## src/rtl/updown_step_monitor.sv

```systemverilog
// Step checker for a WIDTH-bit up/down counter: flags wraps, direction changes and bad steps.
// Define UDC_ERR_CNT_EN to build the saturating step-error counter; otherwise err_count is tied to 0.
module updown_step_monitor #(
  parameter int WIDTH      = 4,
  parameter int WRAP_CNT_W = 8
) (
  input  logic                  clk,
  input  logic                  rst_n,
  input  logic                  Mode,
  input  logic [WIDTH-1:0]      count_in,
  input  logic                  mon_en,
  input  logic                  clr,
  output logic                  wrap_up,
  output logic                  wrap_down,
  output logic                  dir_change,
  output logic                  step_err,
  output logic                  err_sticky,
  output logic [WRAP_CNT_W-1:0] wrap_count,
  output logic [WRAP_CNT_W-1:0] err_count
);

  typedef enum logic {INIT, TRACK} state_t;

  localparam logic [WIDTH-1:0]      CNT_ONE = 1;
  localparam logic [WRAP_CNT_W-1:0] EVT_ONE = 1;

  state_t                state_q;
  logic [WIDTH-1:0]      prev_count_q;
  logic                  prev_mode_q;
  logic                  wrap_up_q, wrap_down_q, dir_change_q, step_err_q, err_sticky_q;
  logic [WRAP_CNT_W-1:0] wrap_cnt_q;

  logic [WIDTH-1:0]      exp_d;
  logic                  track_d, wrap_up_d, wrap_down_d, dir_change_d, step_err_d;

  always_comb begin
    exp_d        = prev_mode_q ? prev_count_q + CNT_ONE : prev_count_q - CNT_ONE;
    track_d      = mon_en && (state_q == TRACK);
    step_err_d   = track_d && (count_in != exp_d);
    // A bad step never counts as a wrap, even if it happens to land on 0 or max.
    wrap_up_d    = track_d && !step_err_d && prev_mode_q && (prev_count_q == '1);
    wrap_down_d  = track_d && !step_err_d && !prev_mode_q && (prev_count_q == '0);
    dir_change_d = track_d && (Mode != prev_mode_q);
  end

  always_ff @(posedge clk) begin
    if (!rst_n) begin
      state_q      <= INIT;
      prev_count_q <= '0;
      prev_mode_q  <= 1'b0;
      wrap_up_q    <= 1'b0;
      wrap_down_q  <= 1'b0;
      dir_change_q <= 1'b0;
      step_err_q   <= 1'b0;
      err_sticky_q <= 1'b0;
      wrap_cnt_q   <= '0;
    end else begin
      wrap_up_q    <= wrap_up_d;
      wrap_down_q  <= wrap_down_d;
      dir_change_q <= dir_change_d;
      step_err_q   <= step_err_d;

      if (!mon_en) begin
        state_q <= INIT;
      end else begin
        // Resync to the observed value every enabled edge, so one bad step gives one error.
        state_q      <= TRACK;
        prev_count_q <= count_in;
        prev_mode_q  <= Mode;
      end

      if (clr) begin
        err_sticky_q <= 1'b0;
        wrap_cnt_q   <= '0;
      end else begin
        if (step_err_d)
          err_sticky_q <= 1'b1;
        if ((wrap_up_d || wrap_down_d) && (wrap_cnt_q != '1))
          wrap_cnt_q <= wrap_cnt_q + EVT_ONE;
      end
    end
  end

`ifdef UDC_ERR_CNT_EN
  logic [WRAP_CNT_W-1:0] err_cnt_q;

  always_ff @(posedge clk) begin
    if (!rst_n)
      err_cnt_q <= '0;
    else if (clr)
      err_cnt_q <= '0;
    else if (step_err_d && (err_cnt_q != '1))
      err_cnt_q <= err_cnt_q + EVT_ONE;
  end

  assign err_count = err_cnt_q;
`else
  assign err_count = '0;
`endif

  assign wrap_up    = wrap_up_q;
  assign wrap_down  = wrap_down_q;
  assign dir_change = dir_change_q;
  assign step_err   = step_err_q;
  assign err_sticky = err_sticky_q;
  assign wrap_count = wrap_cnt_q;

endmodule

```

## config.mk

```make
export PLATFORM = sky130hd
export DESIGN_NAME = updown_step_monitor
export DESIGN_NICKNAME = d
export VERILOG_FILES = /design/src/rtl/updown_step_monitor.sv
export SDC_FILE = /design/constraint.sdc
export NUM_CORES = 1
export LEC_CHECK = 0
export CAP_MARGIN = 20
export CORE_AREA = 2 2 59 56
export CTS_BUF_LIST = sky130_fd_sc_hd__clkbuf_16
export DETAILED_ROUTE_END_ITERATION = 10
export DIE_AREA = 0 0 61 58
export GPL_ROUTABILITY_DRIVEN = 0
export PLACE_DENSITY = 0.71
export SLEW_MARGIN = 20
export SYNTH_ARGS = -nofsm -noshare
export SYNTH_HDL_FRONTEND = slang
export SYNTH_SLANG_ARGS = --single-unit
```

## constraint.sdc

```tcl
create_clock -name clk -period 3.1 [get_ports clk]
set_clock_uncertainty 0.05 [all_clocks]
set_input_delay 0.465 -clock clk [delete_from_list [all_inputs] [get_ports clk]]
set_output_delay 0.465 -clock clk [all_outputs]
set_load 0.1 [all_outputs]
```

==> impl_metrics.prom, run 1 <==
# TYPE chip_impl_metric gauge
chip_impl_metric{name="final.setup.tns",unit="ns"} 0
chip_impl_metric{name="cts_inserted_buffers",unit=""} 3
chip_impl_metric{name="max_vdd_drop",unit="mV"} 0.248
chip_impl_metric{name="design.core.area",unit="mm²"} 0.00292
chip_impl_metric{name="final.min_clock_period",unit="ns"} 2.58
chip_impl_info{name="timing.hold.worst.class",value="reg2reg"} 1
chip_impl_metric{name="initial_core_util",unit="%"} 37.6
chip_impl_metric{name="slew_viol_final",unit=""} 0
chip_impl_metric{name="via_count",unit=""} 884
chip_impl_metric{name="floorplan.die_area",unit="mm²"} 0.00354
chip_impl_metric{name="netlist.area_leader.share",unit="%"} 34.6
chip_impl_metric{name="route.detailed.wl_per_inst",unit="µm"} 12.3
chip_impl_metric{name="firstDrtPassIters",unit=""} 4
chip_impl_metric{name="yosysSeqAreaShare",unit="%"} 34.6
chip_impl_metric{name="die_h",unit="µm"} 58
chip_impl_metric{name="detail-route-antenna-nets",unit=""} 0
chip_impl_info{name="final_common_cell",value="sky130_fd_sc_hd__dfxtp_1"} 1
chip_impl_metric{name="count_of_hold_fix_buffers_inserted_at_cts",unit=""} 0
chip_impl_metric{name="layout-drive-gt1-share",unit="%"} 20.4
chip_impl_metric{name="grt_first_pass_wirelength",unit="µm"} 3720
chip_impl_metric{name="dpl-instance-area",unit="mm²"} 0.00129
chip_impl_metric{name="finalPower",unit="mW"} 0.679
chip_impl_metric{name="fillerInstances",unit=""} 284
chip_impl_metric{name="global_route_usage_sum",unit="%"} 14.1
chip_impl_metric{name="detail_route.wirelength",unit="µm"} 2210
chip_impl_metric{name="clock_insertion_delay_worst_skew",unit="ns"} 0.25
chip_impl_metric{name="clock_path_buffers",unit=""} 2
chip_impl_metric{name="fin_nets",unit=""} 151
chip_impl_metric{name="dp.final_hpwl",unit="µm"} 1710
chip_impl_metric{name="initial_antenna_violation_count",unit=""} 0
chip_impl_metric{name="final_cell_area",unit="mm²"} 0.00137
chip_impl_metric{name="cell_pwr_density",unit="mW/mm²"} 494
chip_impl_metric{name="relSlewSlack",unit="%"} 59.8
chip_impl_metric{name="grt-ovfl-total",unit=""} 0
chip_impl_metric{name="worst_pin_slew",unit="ns"} 0.601
chip_impl_metric{name="total_instance_count_after_detailed_placement",unit=""} 175
chip_impl_info{name="setup_repair_after_global_routing_missed_its_margin",value="false"} 1
chip_impl_info{name="synth_top_flop_cell",value="sky130_fd_sc_hd__dfxtp_1"} 1
chip_impl_metric{name="vias_per_cell",unit=""} 4.94
chip_impl_metric{name="netlist_instances",unit=""} 113
chip_impl_metric{name="total_leakage_power",unit="nW"} 0.577
chip_impl_metric{name="layout_setup_ws",unit="ns"} 0.516
chip_impl_metric{name="io_pins",unit=""} 30
chip_impl_metric{name="numPortBuffers",unit=""} 21
chip_impl_metric{name="clk_pin_slew_worst_paths",unit="ns"} 0.06
chip_impl_metric{name="yosysWarnings",unit=""} 0
chip_impl_metric{name="postCtsSetupRepairBufs",unit=""} 0
chip_impl_metric{name="tritoncts_num_sinks",unit=""} 19
chip_impl_metric{name="syn2layout_area_growth",unit="%"} 24.8
chip_impl_metric{name="syn-cell-area",unit="mm²"} 0.00110
chip_impl_info{name="startpoint_type",value="register"} 1
chip_impl_metric{name="seqCellArea",unit="µm²"} 380
chip_impl_metric{name="finalHoldViolations",unit=""} 0
chip_impl_info{name="status",value="completed"} 1
chip_impl_metric{name="yosys_cell_types",unit=""} 43
chip_impl_metric{name="whs",unit="ns"} 0.442
chip_impl_info{name="dominant_cell_type_by_area_after_synthesis",value="sky130_fd_sc_hd__dfxtp_1"} 1
chip_impl_metric{name="synthArstFlopShare",unit="%"} 0
chip_impl_metric{name="placement.setup.worst_slack",unit="ns"} 0.514
chip_impl_metric{name="cts.htree.levels",unit=""} 1
chip_impl_metric{name="syn_avg_cell_area",unit="µm²"} 9.73
chip_impl_metric{name="grt_start_max_net_pins",unit=""} 12
chip_impl_metric{name="antennaDiodeCount",unit=""} 0
chip_impl_info{name="crit_chain",value="inv_1 > fa_1 > xnor2_2 > nand3_2 > or3_4 > or4_1 > a21oi_1"} 1
chip_impl_metric{name="number_of_enable_type_register_cells_in_the_synthesized_netlist",unit=""} 0
chip_impl_metric{name="final.period_utilization",unit="%"} 83.4
chip_impl_metric{name="maxCapViolCount",unit=""} 0
chip_impl_info{name="cts_tree",value="done"} 1
chip_impl_info{name="cell_types_occupying_the_most_area_after_synthesis",value="sky130_fd_sc_hd__dfxtp_1 (35%), sky130_fd_sc_hd__mux2i_1 (5.5%), sky130_fd_sc_hd__buf_4 (5.5%)"} 1
chip_impl_metric{name="initialDrtViolationCount",unit=""} 56
chip_impl_metric{name="cp_data_arrival_time",unit="ns"} 2.72
chip_impl_info{name="path_class",value="reg2reg"} 1
chip_impl_metric{name="final_standard_cell_count_with_taps_included_and_fillers_excluded",unit=""} 179
chip_impl_metric{name="flops_latches_synth",unit=""} 19
chip_impl_metric{name="combined_area_of_the_multi_input_logic_cells",unit="µm²"} 671
chip_impl_metric{name="worst_path_largest_cell_delay",unit="ns"} 0.56
chip_impl_info{name="timing.critical_path.to_type",value="register"} 1
chip_impl_info{name="clock-root-buffer",value="sky130_fd_sc_hd__clkbuf_16"} 1
chip_impl_metric{name="die_span_x",unit="µm"} 61
chip_impl_metric{name="cts_resized",unit=""} 0
chip_impl_metric{name="finalCoreUtilization",unit="%"} 46.9
chip_impl_metric{name="grt_pass1_vias",unit=""} 832
chip_impl_metric{name="critical_path_peak_fanout",unit=""} 7
chip_impl_info{name="mostFrequentLayoutCells",value="sky130_fd_sc_hd__dfxtp_1 (19), sky130_fd_sc_hd__buf_4 (14), sky130_fd_sc_hd__conb_1 (8), sky130_fd_sc_hd__clkdlybuf4s50_1 (8)"} 1
chip_impl_metric{name="setup_viol",unit=""} 0
chip_impl_metric{name="row_count",unit=""} 19
chip_impl_info{name="critical_path.slowest_cell",value="sky130_fd_sc_hd__fa_1"} 1
chip_impl_metric{name="critPathRequiredTime",unit="ns"} 3.24
chip_impl_metric{name="achievable-frequency",unit="MHz"} 387
chip_impl_metric{name="drc",unit=""} 0
==> logic make-up after synthesis <==
kind of cell	after synthesis	share of synthesized area, %
adders and majority gates	4	5.23
other	1	0.341
and+or+nand+nor	48	27.1
DFF	19	34.6
muxes	6	5.46
AOI/OAI and AO/OA	17	10.1
xor gates and xnor gates	8	10.4
buffers and inverters	10	6.83
==> power breakdown <==
part           switching (mW)  internal, mW  total, mW
sequential            0.00773         0.250      0.258
combinational           0.102        0.0484      0.151
clock                  0.0970         0.173      0.270
==> cell usage after synthesis (3+ instances only) <==
master and n:
sky130_fd_sc_hd__o21ai_0 3, sky130_fd_sc_hd__nor2_1 3, sky130_fd_sc_hd__a21oi_1 5, sky130_fd_sc_hd__buf_4 8
sky130_fd_sc_hd__dfxtp_1 19, sky130_fd_sc_hd__nor3_1 5, sky130_fd_sc_hd__nand2_1 5, sky130_fd_sc_hd__ha_1 3
sky130_fd_sc_hd__nor4_1 3, sky130_fd_sc_hd__mux2i_1 6, sky130_fd_sc_hd__xnor2_2 3, sky130_fd_sc_hd__nand3_1 7
sky130_fd_sc_hd__nor2b_1 7
==> worst paths after layout <==
path         cells after the start  slack (ns)                startpoint                          to
max reg2reg                      7        0.52  prev_mode_q$_SDFFE_PN0P_  wrap_count[4]$_SDFFE_PP0P_
max                              7        0.52  prev_mode_q$_SDFFE_PN0P_  wrap_count[4]$_SDFFE_PP0P_
min                              1        0.44   err_sticky$_SDFFE_PP0P_     err_sticky$_SDFFE_PP0P_
min reg2reg                      1        0.44   err_sticky$_SDFFE_PP0P_     err_sticky$_SDFFE_PP0P_
==> cell type report <==
type | count | share of cell area (%)
clock inverter | 1 | 0.365
inverter | 1 | 0.273
sequential | 19 | 27.7
multi-input combinational | 91 | 48.9
tap | 42 | 3.83
timing repair buffer | 22 | 13.5
clock buffer | 3 | 5.47
==> registers in the layout, indices dropped and copies added (netlist names) <==
name,flops
wrap_down,1
prev_count_q,4
dir_change,1
wrap_count,8
wrap_up,1
prev_mode_q,1
step_err,1
err_sticky,1
state_q,1
==> worst max-delay path, delay by kind of cell, from the launching register on <==
family,cells,cell delay (ns)
and+or+nand+nor,3,1.04
adders and majority gates,1,0.56
DFF,1,0.44
buffers and inverters,1,0.17
AOI/OAI and AO/OA,1,0.14
xor gates and xnor gates,1,0.13
==> metal layers <==
metal	part of all wire (%)	vias up	track usage (%)	wire, µm
li1	-	444	-	-
met1	46	412	17.7	1020
met2	48	24	23.2	1070
met3	4.2	4	2.68	93
met4	1.4	0	6.52	31
met5	0	-	0	0
No activity file was read; power rests on OpenSTA's default activity.
==> run 2, diff against run 1 <==
--- a/config.mk
+++ b/config.mk
@@ -11,7 +11,7 @@
 export DETAILED_ROUTE_END_ITERATION = 10
 export DIE_AREA = 0 0 61 58
 export GPL_ROUTABILITY_DRIVEN = 0
-export PLACE_DENSITY = 0.71
+export PLACE_DENSITY = 0.74
 export SLEW_MARGIN = 20
 export SYNTH_ARGS = -nofsm -noshare
 export SYNTH_HDL_FRONTEND = slang
==> constraint.sdc (replaced) <==
create_clock -name clk -period 2.2 [get_ports clk]
set_clock_uncertainty 0.05 [all_clocks]
set_input_delay 0.33 -clock clk [delete_from_list [all_inputs] [get_ports clk]]
set_output_delay 0.33 -clock clk [all_outputs]
set_load 0.1 [all_outputs]
==> run 2 against run 1 <==
Against the previous run: the run now ends with setup timing left; clock power up 41%; via count up 7.8%; routed wire length up 8.4%; critical path depth is the same; register-to-register slack got worse by 0.52 ns; final cell count increased by 7.8%; global-route usage up 1.2 points; sequential cell count stayed put; sequential power grew 39%; fmax increased by 17%; critical endpoint unchanged; largest cell class unchanged; largest power group unchanged.
==> impl_metrics.prom, run 2 (synthesis gave the netlist of run 1 again) <==
# TYPE chip_impl_metric gauge
chip_impl_metric{name="power_frac_seq",unit="%"} 35.8
chip_impl_info{name="status",value="finished with violations"} 1
chip_impl_metric{name="total_leakage_power",unit="nW"} 0.664
chip_impl_metric{name="syn2layout_area_growth",unit="%"} 39.8
chip_impl_metric{name="routedLengthMet1",unit="µm"} 1040
chip_impl_metric{name="whs",unit="ns"} 0.453
chip_impl_metric{name="clk_pin_slew_worst_paths",unit="ns"} 0.06
chip_impl_metric{name="initialDrtViolationCount",unit=""} 59
chip_impl_metric{name="power_switching",unit="mW"} 0.308
chip_impl_metric{name="via_count",unit=""} 953
chip_impl_metric{name="layout-drive-gt1-share",unit="%"} 36.4
chip_impl_metric{name="switching_share",unit="%"} 30.7
chip_impl_metric{name="dp.final_hpwl",unit="µm"} 1800
chip_impl_metric{name="wl_met3",unit="µm"} 110
chip_impl_info{name="final_common_cell",value="sky130_fd_sc_hd__buf_4"} 1
chip_impl_metric{name="clkPwrFrac",unit="%"} 38.1
chip_impl_metric{name="finalPower",unit="mW"} 1.00
chip_impl_metric{name="grt-ovfl-total",unit=""} 0
chip_impl_metric{name="cts.htree.levels",unit=""} 1
chip_impl_metric{name="reg2reg_depth",unit=""} 7
chip_impl_metric{name="io_pins",unit=""} 30
chip_impl_metric{name="max_vdd_drop",unit="mV"} 0.410
chip_impl_metric{name="min_delay_path_depth",unit=""} 2
chip_impl_metric{name="achievable-frequency",unit="MHz"} 453
chip_impl_metric{name="numPortBuffers",unit=""} 21
chip_impl_info{name="timing.rr.start",value="prev_mode_q$_SDFFE_PN0P_"} 1
chip_impl_info{name="min_delay_worst_endpoint",value="wrap_count[5]$_SDFFE_PP0P_"} 1
chip_impl_info{name="mostFrequentLayoutCells",value="sky130_fd_sc_hd__buf_4 (28), sky130_fd_sc_hd__dfxtp_1 (11), sky130_fd_sc_hd__conb_1 (8), sky130_fd_sc_hd__clkdlybuf4s50_1 (8)"} 1
chip_impl_metric{name="finalHoldViolations",unit=""} 0
chip_impl_metric{name="critPathRequiredTime",unit="ns"} 2.33
chip_impl_metric{name="cp_data_arrival_time",unit="ns"} 2.34
chip_impl_metric{name="row_count",unit=""} 19
chip_impl_metric{name="final.period_utilization",unit="%"} 100
chip_impl_metric{name="grt_first_pass_wirelength",unit="µm"} 4100
chip_impl_metric{name="antennaDiodeCount",unit=""} 0
chip_impl_metric{name="cts_inserted_buffers",unit=""} 3
chip_impl_metric{name="clock_insertion_delay_worst_skew",unit="ns"} 0.26
chip_impl_info{name="cts_tree",value="done"} 1
chip_impl_metric{name="global_route_usage_sum",unit="%"} 15.4
chip_impl_metric{name="relSlewSlack",unit="%"} 62.1
chip_impl_info{name="timing.hold.worst.class",value="reg2reg"} 1
chip_impl_metric{name="initial_antenna_violation_count",unit=""} 0
chip_impl_metric{name="detail_route.wirelength",unit="µm"} 2390
chip_impl_metric{name="slew_viol_final",unit=""} 0
chip_impl_metric{name="setup_viol",unit=""} 2
chip_impl_metric{name="route.met2.wl",unit="µm"} 1200
chip_impl_metric{name="largest_reg_flops",unit=""} 8
chip_impl_info{name="dr.max_layer_used",value="met4"} 1
chip_impl_info{name="timing.critical_path.to_type",value="register"} 1
chip_impl_metric{name="finalCoreUtilization",unit="%"} 52.6
chip_impl_metric{name="maxCapViolCount",unit=""} 0
chip_impl_info{name="clock-root-buffer",value="sky130_fd_sc_hd__clkbuf_16"} 1
chip_impl_info{name="r2r_path_end",value="wrap_count[4]$_SDFFE_PP0P_"} 1
chip_impl_metric{name="clock_path_buffers",unit=""} 2
chip_impl_metric{name="firstDrtPassIters",unit=""} 4
chip_impl_info{name="hold_path.startpoint",value="wrap_count[5]$_SDFFE_PP0P_"} 1
chip_impl_metric{name="vias_per_cell",unit=""} 4.94
chip_impl_info{name="failed_checks",value="setup timing"} 1
chip_impl_metric{name="route.detailed.wl_per_inst",unit="µm"} 12.4
chip_impl_metric{name="floorplan.die_area",unit="mm²"} 0.00354
chip_impl_metric{name="cell_internal_pwr",unit="mW"} 0.694
chip_impl_metric{name="tritoncts_num_sinks",unit=""} 19
chip_impl_metric{name="reg2reg_setup_slack",unit="ns"} -0.005
chip_impl_metric{name="design.core.area",unit="mm²"} 0.00292
chip_impl_metric{name="die_h",unit="µm"} 58
chip_impl_info{name="path_class",value="reg2reg"} 1
chip_impl_metric{name="drc",unit=""} 0
chip_impl_info{name="startpoint_type",value="register"} 1
chip_impl_info{name="setup_repair_after_global_routing_missed_its_margin",value="true"} 1
chip_impl_metric{name="layout_setup_ws",unit="ns"} -0.00542
chip_impl_metric{name="critical_path_peak_fanout",unit=""} 4
chip_impl_metric{name="share_comb_of_total_power",unit="%"} 26.1
chip_impl_metric{name="cell_pwr_density",unit="mW/mm²"} 651
chip_impl_metric{name="worst_pin_slew",unit="ns"} 0.569
chip_impl_metric{name="detail-route-antenna-nets",unit=""} 0
chip_impl_metric{name="grt_pass1_vias",unit=""} 926
chip_impl_metric{name="fin_nets",unit=""} 165
chip_impl_metric{name="die_span_x",unit="µm"} 61
chip_impl_metric{name="grt_start_max_net_pins",unit=""} 12
chip_impl_metric{name="count_of_hold_fix_buffers_inserted_at_cts",unit=""} 0
chip_impl_metric{name="initial_core_util",unit="%"} 37.6
chip_impl_metric{name="final.min_clock_period",unit="ns"} 2.21
run 2: worst max-delay path by stage:
| stage | from | to | slack [ns] | depth (start not counted) |
|---|---|---|---|---|
| finish | prev_mode_q$_SDFFE_PN0P_ | wrap_count[4]$_SDFFE_PP0P_ | -0.005 | 7 |
| global route | prev_mode_q$_SDFFE_PN0P_ | wrap_count[5]$_SDFFE_PP0P_ | -0.09 | 7 |
| CTS | prev_mode_q$_SDFFE_PN0P_ | wrap_count[4]$_SDFFE_PP0P_ | -0.007 | 7 |
| detailed placement | count_in[2] | wrap_count[4]$_SDFFE_PP0P_ | -0.16 | 6 |
| global placement | count_in[2] | wrap_count[4]$_SDFFE_PP0P_ | -0.1 | 6 |
| floorplan | prev_mode_q$_SDFFE_PN0P_ | wrap_count[4]$_SDFFE_PP0P_ | -0.04 | 7 |
run 2: cell type report:
class / count / area (µm²)
Multi-Input combinational cell: 91 / 716
Fill cell: 272 / 1390
Sequential cell: 19 / 393
Inverter: 1 / 6.26
Clock inverter: 1 / 5.00
Clock buffer: 3 / 75.1
Tap cell: 42 / 52.6
Timing Repair Buffer: 36 / 290
run 2: worst max-delay path: stages (launching register included):
cell	delay (ns)
sky130_fd_sc_hd__dfxtp_4	0.35
sky130_fd_sc_hd__inv_4	0.04
sky130_fd_sc_hd__fa_1	0.51
sky130_fd_sc_hd__xnor2_2	0.12
sky130_fd_sc_hd__nand3_2	0.12
sky130_fd_sc_hd__or3_4	0.40
sky130_fd_sc_hd__or4_4	0.41
sky130_fd_sc_hd__a21oi_1	0.12
run 2: repair_timing:
| item | in CTS | in global routing |
|---|---|---|
| endpoints found under the setup margin | 3 | 8 |
| buffers inserted | 3 | 0 |
| resized for setup | 0 | 10 |
| pin swaps | 4 | 2 |
run 2: layer usage:
metal | global-route usage [%] | up-vias
met5 | 0 | -
met4 | 5.59 | 0
met3 | 3.35 | 3
met2 | 26.4 | 26
met1 | 18.6 | 452
li1 | - | 472
run 2: stage by stage:
stage | cell area (µm²) | setup TNS (ns) | instances | setup WS [ns]
finish | 1540 | -0.00614 | 193 | -0.00542
global route | 1540 | -0.225 | 193 | -0.0873
CTS | 1490 | -0.0102 | 193 | -0.00673
detailed placement | 1390 | -0.450 | 186 | -0.160
global placement | 1390 | -0.221 | 186 | -0.0980
floorplan | 1140 | -0.0699 | 120 | -0.0422
run 2: power by group through the flow:
| stage | combinational [mW] | clock (mW) | sequential (mW) |
|---|---|---|---|
| after floorplan | 0.174 | 0 | 0.379 |
| after global routing | 0.279 | 0.409 | 0.360 |
| after global placement | 0.235 | 0 | 0.366 |
| after detailed placement | 0.241 | 0 | 0.366 |
| after CTS | 0.253 | 0.393 | 0.359 |
| final | 0.261 | 0.382 | 0.359 |
